### src/rtl/sram_bus_arbiter.sv
// Arbiter sharing BaseRAM and ExtRAM between the fetch port and the load/store port.
// One access at a time: IDLE -> ACCESS (ACCESS_CYCLES cycles) -> DONE (ready pulse) -> IDLE.
module sram_bus_arbiter #(
    parameter int ACCESS_CYCLES = 2,
    parameter int ADDR_W        = 20
) (
    input  logic              clk_i,
    input  logic              reset_i,
    input  logic              inst_req_i,
    input  logic [31:0]       inst_addr_i,
    output logic              inst_ready_o,
    output logic [31:0]       inst_rdata_o,
    input  logic              data_req_i,
    input  logic [3:0]        data_we_i,
    input  logic [31:0]       data_addr_i,
    input  logic [31:0]       data_wdata_i,
    output logic              data_ready_o,
    output logic [31:0]       data_rdata_o,
    output logic              grant_inst_o,
    output logic              grant_data_o,
    output logic [ADDR_W-1:0] base_ram_addr_o,
    output logic [3:0]        base_ram_be_n_o,
    output logic              base_ram_ce_n_o,
    output logic              base_ram_oe_n_o,
    output logic              base_ram_we_n_o,
    output logic [31:0]       base_ram_data_o,
    output logic              base_ram_data_oe_o,
    input  logic [31:0]       base_ram_data_i,
    output logic [ADDR_W-1:0] ext_ram_addr_o,
    output logic [3:0]        ext_ram_be_n_o,
    output logic              ext_ram_ce_n_o,
    output logic              ext_ram_oe_n_o,
    output logic              ext_ram_we_n_o,
    output logic [31:0]       ext_ram_data_o,
    output logic              ext_ram_data_oe_o,
    input  logic [31:0]       ext_ram_data_i
);

    typedef enum logic [1:0] {
        S_IDLE   = 2'd0,
        S_ACCESS = 2'd1,
        S_DONE   = 2'd2
    } state_t;

    typedef struct packed {
        logic [ADDR_W-1:0] addr;
        logic [3:0]        be_n;
        logic              ce_n;
        logic              oe_n;
        logic              we_n;
        logic              data_oe;
        logic [31:0]       data;
    } ram_bus_t;

    localparam logic [3:0] LAST_CNT = 4'(ACCESS_CYCLES);
    localparam ram_bus_t   BUS_IDLE = '{addr: {ADDR_W{1'b0}}, be_n: 4'b1111, ce_n: 1'b1,
                                        oe_n: 1'b1, we_n: 1'b1, data_oe: 1'b0, data: 32'd0};

    function automatic logic addr_is_ext(input logic [31:0] a);
        return a[22];
    endfunction

    function automatic logic [ADDR_W-1:0] word_addr(input logic [31:0] a);
        return a[ADDR_W+1:2];
    endfunction

    // The write strobe is released on the last cycle so address and data are held past we_n rising.
    function automatic ram_bus_t ram_drive(input logic sel, input logic wr, input logic we_pulse,
                                           input logic [ADDR_W-1:0] addr, input logic [3:0] we,
                                           input logic [31:0] wdata, input logic [ADDR_W-1:0] prev_addr);
        ram_bus_t b;
        b      = BUS_IDLE;
        b.addr = prev_addr;
        if (sel) begin
            b.addr = addr;
            b.ce_n = 1'b0;
            if (wr) begin
                b.be_n    = ~we;
                b.we_n    = ~we_pulse;
                b.data_oe = 1'b1;
                b.data    = wdata;
            end else begin
                b.be_n = 4'b0000;
                b.oe_n = 1'b0;
            end
        end else begin
            b.addr = prev_addr;
        end
        return b;
    endfunction

    state_t            state_q, state_d;
    logic [3:0]        cnt_q, cnt_d;
    logic              last_inst_q, last_inst_d;
    logic              own_data_q, own_data_d;
    logic              tgt_ext_q, tgt_ext_d;
    logic [ADDR_W-1:0] waddr_q, waddr_d;
    logic [3:0]        we_q, we_d;
    logic [31:0]       wdata_q, wdata_d;
    logic              pick_data_s;

    logic              inst_ready_q, data_ready_q, grant_inst_q, grant_data_q;
    logic [31:0]       inst_rdata_q, data_rdata_q;
    ram_bus_t          base_q, base_d, ext_q, ext_d;
    logic              acc_s, wr_s, we_pulse_s, cap_s;
    logic [31:0]       rd_word_s;

    logic              unused_s;
    assign unused_s = ^{inst_addr_i[31:23], inst_addr_i[1:0], data_addr_i[31:23], data_addr_i[1:0]};

    // Next-state logic: arbitration in IDLE, cycle counting in ACCESS.
    always_comb begin
        state_d     = state_q;
        cnt_d       = cnt_q;
        last_inst_d = last_inst_q;
        own_data_d  = own_data_q;
        tgt_ext_d   = tgt_ext_q;
        waddr_d     = waddr_q;
        we_d        = we_q;
        wdata_d     = wdata_q;
        pick_data_s = 1'b0;
        case (state_q)
            S_IDLE: begin
                if (inst_req_i || data_req_i) begin
                    pick_data_s = data_req_i && (!inst_req_i || last_inst_q);
                    state_d     = S_ACCESS;
                    cnt_d       = 4'd1;
                    own_data_d  = pick_data_s;
                    last_inst_d = !pick_data_s;
                    if (pick_data_s) begin
                        tgt_ext_d = addr_is_ext(data_addr_i);
                        waddr_d   = word_addr(data_addr_i);
                        we_d      = data_we_i;
                        wdata_d   = data_wdata_i;
                    end else begin
                        tgt_ext_d = addr_is_ext(inst_addr_i);
                        waddr_d   = word_addr(inst_addr_i);
                        we_d      = 4'b0000;
                        wdata_d   = wdata_q;
                    end
                end else begin
                    state_d = S_IDLE;
                end
            end
            S_ACCESS: begin
                if (cnt_q == LAST_CNT) begin
                    state_d = S_DONE;
                end else begin
                    cnt_d = cnt_q + 4'd1;
                end
            end
            S_DONE:  state_d = S_IDLE;
            default: state_d = S_IDLE;
        endcase
    end

    // Pad drive derived from the next state so the registered strobes line up with ACCESS cycles.
    always_comb begin
        acc_s      = (state_d == S_ACCESS);
        wr_s       = (we_d != 4'b0000);
        we_pulse_s = (cnt_d != LAST_CNT);
        base_d     = ram_drive(acc_s && !tgt_ext_d, wr_s, we_pulse_s, waddr_d, we_d, wdata_d, base_q.addr);
        ext_d      = ram_drive(acc_s && tgt_ext_d, wr_s, we_pulse_s, waddr_d, we_d, wdata_d, ext_q.addr);
        cap_s      = (state_q == S_ACCESS) && (cnt_q == LAST_CNT) && (we_q == 4'b0000);
        rd_word_s  = tgt_ext_q ? ext_ram_data_i : base_ram_data_i;
    end

    // State, latched request and registered pad outputs.
    always_ff @(posedge clk_i) begin
        if (reset_i) begin
            state_q      <= S_IDLE;
            cnt_q        <= 4'd0;
            last_inst_q  <= 1'b1;
            own_data_q   <= 1'b0;
            tgt_ext_q    <= 1'b0;
            waddr_q      <= {ADDR_W{1'b0}};
            we_q         <= 4'b0000;
            wdata_q      <= 32'd0;
            inst_ready_q <= 1'b0;
            data_ready_q <= 1'b0;
            grant_inst_q <= 1'b0;
            grant_data_q <= 1'b0;
            base_q       <= BUS_IDLE;
            ext_q        <= BUS_IDLE;
        end else begin
            state_q      <= state_d;
            cnt_q        <= cnt_d;
            last_inst_q  <= last_inst_d;
            own_data_q   <= own_data_d;
            tgt_ext_q    <= tgt_ext_d;
            waddr_q      <= waddr_d;
            we_q         <= we_d;
            wdata_q      <= wdata_d;
            inst_ready_q <= (state_d == S_DONE) && !own_data_d;
            data_ready_q <= (state_d == S_DONE) && own_data_d;
            grant_inst_q <= acc_s && !own_data_d;
            grant_data_q <= acc_s && own_data_d;
            base_q       <= base_d;
            ext_q        <= ext_d;
        end
    end

    // Read data is sampled at the edge leaving the last ACCESS cycle; stores leave rdata alone.
    always_ff @(posedge clk_i) begin
        if (reset_i) begin
            inst_rdata_q <= 32'd0;
            data_rdata_q <= 32'd0;
        end else if (cap_s && own_data_q) begin
            data_rdata_q <= rd_word_s;
        end else if (cap_s) begin
            inst_rdata_q <= rd_word_s;
        end
    end

    assign inst_ready_o       = inst_ready_q;
    assign inst_rdata_o       = inst_rdata_q;
    assign data_ready_o       = data_ready_q;
    assign data_rdata_o       = data_rdata_q;
    assign grant_inst_o       = grant_inst_q;
    assign grant_data_o       = grant_data_q;
    assign base_ram_addr_o    = base_q.addr;
    assign base_ram_be_n_o    = base_q.be_n;
    assign base_ram_ce_n_o    = base_q.ce_n;
    assign base_ram_oe_n_o    = base_q.oe_n;
    assign base_ram_we_n_o    = base_q.we_n;
    assign base_ram_data_o    = base_q.data;
    assign base_ram_data_oe_o = base_q.data_oe;
    assign ext_ram_addr_o     = ext_q.addr;
    assign ext_ram_be_n_o     = ext_q.be_n;
    assign ext_ram_ce_n_o     = ext_q.ce_n;
    assign ext_ram_oe_n_o     = ext_q.oe_n;
    assign ext_ram_we_n_o     = ext_q.we_n;
    assign ext_ram_data_o     = ext_q.data;
    assign ext_ram_data_oe_o  = ext_q.data_oe;

endmodule
### config.mk
export PLATFORM = sky130hd
export DESIGN_NAME = sram_bus_arbiter
export DESIGN_NICKNAME = d
export VERILOG_FILES = /design/src/rtl/sram_bus_arbiter.sv
export SDC_FILE = /design/constraint.sdc
export NUM_CORES = 1
export LEC_CHECK = 0
export ABC_AREA = 1
export BUFFER_PORTS_ARGS = -buffer_cell sky130_fd_sc_hd__buf_2
export CORE_ASPECT_RATIO = 1.25
export CORE_MARGIN = 3
export CORE_UTILIZATION = 49
export DETAILED_ROUTE_END_ITERATION = 16
export GPL_TIMING_DRIVEN = 1
export PLACE_DENSITY_LB_ADDON = 0.2
export SETUP_SLACK_MARGIN = 0.2
export SKIP_CTS_REPAIR_TIMING = 1
export SLEW_MARGIN = 20
export SYNTH_ARGS = -nofsm -noshare
export SYNTH_HDL_FRONTEND = slang
export SYNTH_SLANG_ARGS = --single-unit
### constraint.sdc
create_clock -name clk_i -period 1.7 [get_ports clk_i]
set_input_delay 0 -clock clk_i [delete_from_list [all_inputs] [get_ports clk_i]]
set_output_delay 0 -clock clk_i [all_outputs]
set_load 0.01 [all_outputs]
; ---- Yosys cells after proc, flatten, opt, wreduce, memory -nomap -nowiden
; Cells that the tools add are included.
[op_classes]
n_addsub = 1
n_eq_ne = 5
muxes = 26
n_bitwise = 5
n_reduce_logical = 23
[op_table]
columns = op, n
row1 = $mux 32, 4
row2 = $mux 36, 2
row3 = $mux 20, 3
row4 = $mux 34, 1
row5 = $mux 4, 6
row6 = $logic_and 1x1->1, 10
row7 = $pmux 4 s2, 1
row8 = $mux 1, 7
row9 = $add 4x1->4 const B, 1
row10 = $eq 2x1->1 const B, 2
row11 = $eq 4x2->1 const B, 1
row12 = $logic_not 1->1, 4
row13 = $logic_not 4->1, 1
row14 = $ne 4x2->1 const B, 1
row15 = $not 1->1, 4
row16 = $not 4->4, 1
row17 = $pmux 2 s2, 1
row18 = $reduce_and 2->1, 2
row19 = $reduce_bool 4->1, 1
row20 = $reduce_or 2->1, 2
row21 = $eq 2x2->1 const B, 1
row22 = $logic_not 2->1, 1
row23 = $logic_or 1x1->1, 2
row24 = $mux 2, 1
[totals]
ff_bits = 253
out_inout_bits = 188
wordCells = 88

; ---- Logic depth before layout (Yosys ltp)
[depth]
word_depth = 10
mapped_depth = 12
depth_no_buf = 10

; ---- Worst setup path before layout
; Ideal clock, no wire load.
[synth_path]
path_kind = reg2reg
startpoint = reg cnt_q[0]
endpoint = reg ext_q (netlist bit ext_ram_data_o[24])
setup_time_ps = 65
arrival_ps = 1468
t_required_ps = 1635
setup_slack_ps = 167
stages_incl_launch_ff = 11
n_path_buf = 1
cell_sequence = dfxtp_1 > inv_1 > ha_1 > nand2_1 > nand2_2 > nand2_2 > nand2_4 > nor2_8 > nand2_4 > buf_6 > nor2_1
[synth_via]
elab_chain_cells = 7
[synth_lines]
columns = item, line
row1 = from (decl), 93  ; logic [3:0] cnt_q, cnt_d;
row2 = from (signal assigned), 187  ; cnt_q <= cnt_d;
row3 = $eq 4x2->1, 146  ; if (cnt_q == LAST_CNT) begin
row4 = $mux 2, 146
row5 = $pmux 2 s2, 122  ; case (state_q)
row6 = $eq 2x1->1, 159  ; acc_s = (state_d == S_ACCESS);
row7 = $logic_and 1x1->1, 163  ; ext_d = ram_drive(acc_s && tgt_ext_d, wr_s, we_pulse_s, waddr_d, we_d, wdata_d, ext_q.addr);
row8 = $not 1->1 (no source line), -
row9 = $reduce_or 2->1 (no source line), -
row10 = to (signal assigned), 199  ; ext_q <= ext_d;
row11 = to (decl), 104  ; ram_bus_t base_q, base_d, ext_q, ext_d;
; Every way passes these cells.
; A chain may end at the register's enable or synchronous reset.

; ---- Worst setup path after layout
[layout_path]
startpoint = reg cnt_q[2]
endpoint = reg data_rdata_q[18], in the netlist data_rdata_o[18]
[layout_via]
elab_chain_cells = 4
[layout_lines]
columns = item, line
row1 = $eq 4x2->1, 164  ; cap_s = (state_q == S_ACCESS) && (cnt_q == LAST_CNT) && (we_q == 4'b0000);
row2 = $logic_and 1x1->1 (2 in a row), 164
row3 = $logic_and 1x1->1, 208  ; end else if (cap_s && own_data_q) begin
row4 = to (signal assigned), 209  ; data_rdata_q <= rd_word_s;
row5 = to (decl), 103  ; logic [31:0] inst_rdata_q, data_rdata_q;
; Every way passes these cells.

==> results.sh <==
export IMPL_worstSetupPathType="reg2reg"
export IMPL_drt_total_wl_um=34900
export IMPL_start_kind="flop"
export IMPL_drv_cap=0
export IMPL_final_cells=1915
export IMPL_path_buf_inv=2
export IMPL_grt_pass1_wl_um=40000
export IMPL_grt_ovfl_total=0
export IMPL_post_drt_via_cell_ratio=5.35
export IMPL_required_ps=2090
export IMPL_grt_usage=0.235
export IMPL_grt_max_degree=83
export IMPL_vias=10200
export IMPL_synth_nets=1373
export IMPL_crit_path_top_delay_cell="dfxtp_1"
export IMPL_yosys_warnings=0
export IMPL_period_minus_slack_ps=1640
export IMPL_hold_viol_final=15
export IMPL_critPathMaxFanout=8
export IMPL_violations="negative hold slack"
export IMPL_tritoncts="yes"
export IMPL_fin_crit_sh=0.965
export IMPL_grt_busiest_layer="met2"
export IMPL_final_common_cell="buf_2"
export IMPL_relSlewSlack=0.560
export IMPL_dp_hpwl_um=18000
export IMPL_utilization=0.800
export IMPL_seqCellArea_um2=5070
export IMPL_crit_arrival_ps=2030
export IMPL_drive_gt1_frac=0.365
export IMPL_fmax_ghz=0.609
export IMPL_synth_async_reset_ratio=0
export IMPL_nFillCells=1063
export IMPL_grt_pass1_vias=8258
export IMPL_reg2reg_slack_ps=60
export IMPL_p_leak_nw=7.04
export IMPL_grt_use_met1=0.263
export IMPL_clk_path_buf_depth=3
export IMPL_syn2layout_area_growth_pct=57.4
export IMPL_dp_cells=1715
export IMPL_fin_nets=1837
export IMPL_drc=0
export IMPL_clkTransAtPathRegs_ps=60
export IMPL_io_buffers=333
export IMPL_netlist_area_um2=9340
export IMPL_hold_class="in2reg"
export IMPL_met3_usage=0.0662
export IMPL_post_place_ws_ps=37.7
export IMPL_first_pass_iters=6
export IMPL_setup_tns_ps=0
export IMPL_die_w_um=129
export IMPL_rows=55
export IMPL_stdcell_area_um2=14700
export IMPL_core_um2=18400
export IMPL_postSynthAreaPerCell_um2=7.76
export IMPL_vdd_ir_drop_max_mv=1.16
export IMPL_power_density_nw_per_um2=1050
export IMPL_io_pins=356
export IMPL_antenna_found_initial=0
export IMPL_clock_skew_ps=21.9
export IMPL_placed_cell_area_um2=11200
export IMPL_synth_ff_type="dfxtp_1"
export IMPL_synthCells=1203
export IMPL_crit_path_cell_trace="nor2_1 -> nand2_4 -> nor2_4 -> buf_12 -> nand3_4 -> clkbuf_16 -> nand2_2 -> a21oi_1"
export IMPL_power_mw=15.5
export IMPL_dieHeight_um=160
export IMPL_crit_family="simple AND/OR/NAND/NOR gates"
export IMPL_slowest_delay_ps=360
export IMPL_setup_violations=0
export IMPL_hold_slack_ps=-45.0
export IMPL_synth_edff_count=0
export IMPL_drt_iter0_drc=639
export IMPL_ant_nets=0
export IMPL_synth_cell_type_count=30
export IMPL_ys_seq_elements=253
export IMPL_clockRootBuffer="clkbuf_16"
export IMPL_htree_num_levels=1
export IMPL_met2_usage=0.418
export IMPL_rsz0062_at_grt="yes"
export IMPL_die_area_um2=20800
export IMPL_mostFrequentLayoutCells="buf_2, dfxtp_1, nand2_1"
export IMPL_multiInputGateArea_um2=4350
export IMPL_slew_viol_final=0
export IMPL_cts_made_buffers=25
export IMPL_synth_seq_area_share=0.542
export IMPL_end_kind="flop"
export IMPL_worst_slew_pin_slew_ps=660
export IMPL_wire_per_inst_um=18.2
export IMPL_worst_slack_ps=58.8
export IMPL_start_util=0.508
export IMPL_clk_insertion_delay_late_ps=540
export IMPL_status="complete, but fails checks"
export IMPL_gp_congestion=0.859
export IMPL_cts_sinks=253
-- kinds of logic after synthesis --
| family | count (synthesis) | synth area share |
|---|---|---|
| flip-flops | 253 | 0.542 |
| buffers and inverters | 189 | 0.0884 |
| adder cells (fa/ha/maj) | 2 | 0.00268 |
| XOR/XNOR | 1 | 0.000938 |
| AND/OR/NAND/NOR | 624 | 0.294 |
| AO/OA/AOI/OAI | 134 | 0.0722 |
-- cells in the mapped netlist (3+ instances only) --
| cell | n | share of area |
|---|---|---|
| nand3_1 | 75 | 0.040 |
| inv_2 | 7 | 0.0028 |
| nand2_2 | 9 | 0.0060 |
| dfxtp_1 | 253 | 0.54 |
| nand4_1 | 69 | 0.046 |
| nor2_4 | 4 | 0.0048 |
| buf_1 | 3 | 0.0012 |
| clkbuf_1 | 34 | 0.014 |
| inv_1 | 98 | 0.039 |
| buf_6 | 6 | 0.0072 |
| nand2_1 | 303 | 0.12 |
| nand2_4 | 4 | 0.0048 |
| a21oi_1 | 66 | 0.035 |
| nor2_1 | 151 | 0.061 |
| o21ai_0 | 66 | 0.035 |
| buf_4 | 9 | 0.0072 |
| buf_2 | 29 | 0.016 |
-- routing by layer --
metal	up-vias	wire [um]
li1	4766	-
met1	4734	12300
met2	604	17600
met3	141	3030
met4	0	1920
met5	-	0
-- report_power, final --
part / switching (mW) / leakage, nW / total, mW / internal, mW
registers: 0.163 / 2.07 / 6.48 / 6.32
clock network: 2.38 / 0.446 / 6.03 / 3.65
logic: 1.79 / 4.52 / 2.95 / 1.16
-- cell type report --
class | instances | share of cell area
diodes | 1 | 0.000170
multi-input cells | 767 | 0.296
clock inverters | 10 | 0.0117
well taps | 228 | 0.0194
inverters | 107 | 0.0277
repair buffers | 513 | 0.250
clock buffers | 36 | 0.0501
flip-flops and latches | 253 | 0.345
-- worst paths after layout --
check | startpoint | to | depth (start not counted)
hold / removal | ext_ram_data_i[24] | inst_rdata_o[24] | 5
setup / recovery | cnt_q[2] | data_rdata_o[18] | 8
hold reg to reg | data_rdata_o[1] | data_rdata_o[1] | 2
setup reg to reg | cnt_q[2] | data_rdata_o[18] | 8
-- worst min-delay path, cell delays in order --
cell     delay [ps]
buf_2            90
nand2_1          50
o21ai_0         130
nand4_1         110
a21oi_1          60
-- state kept, by name, indices dropped and copies added, names as in the netlist, 4 cells and up --
register	count
base_ram_data_o	32
data_rdata_o	32
ext_ram_data_o	32
inst_rdata_o	32
wdata_q	32
base_ram_addr_o	20
ext_ram_addr_o	20
waddr_q	20
base_ram_be_n_o	4
cnt_q	4
ext_ram_be_n_o	4
we_q	4
(Power assumes the default switching activity.)
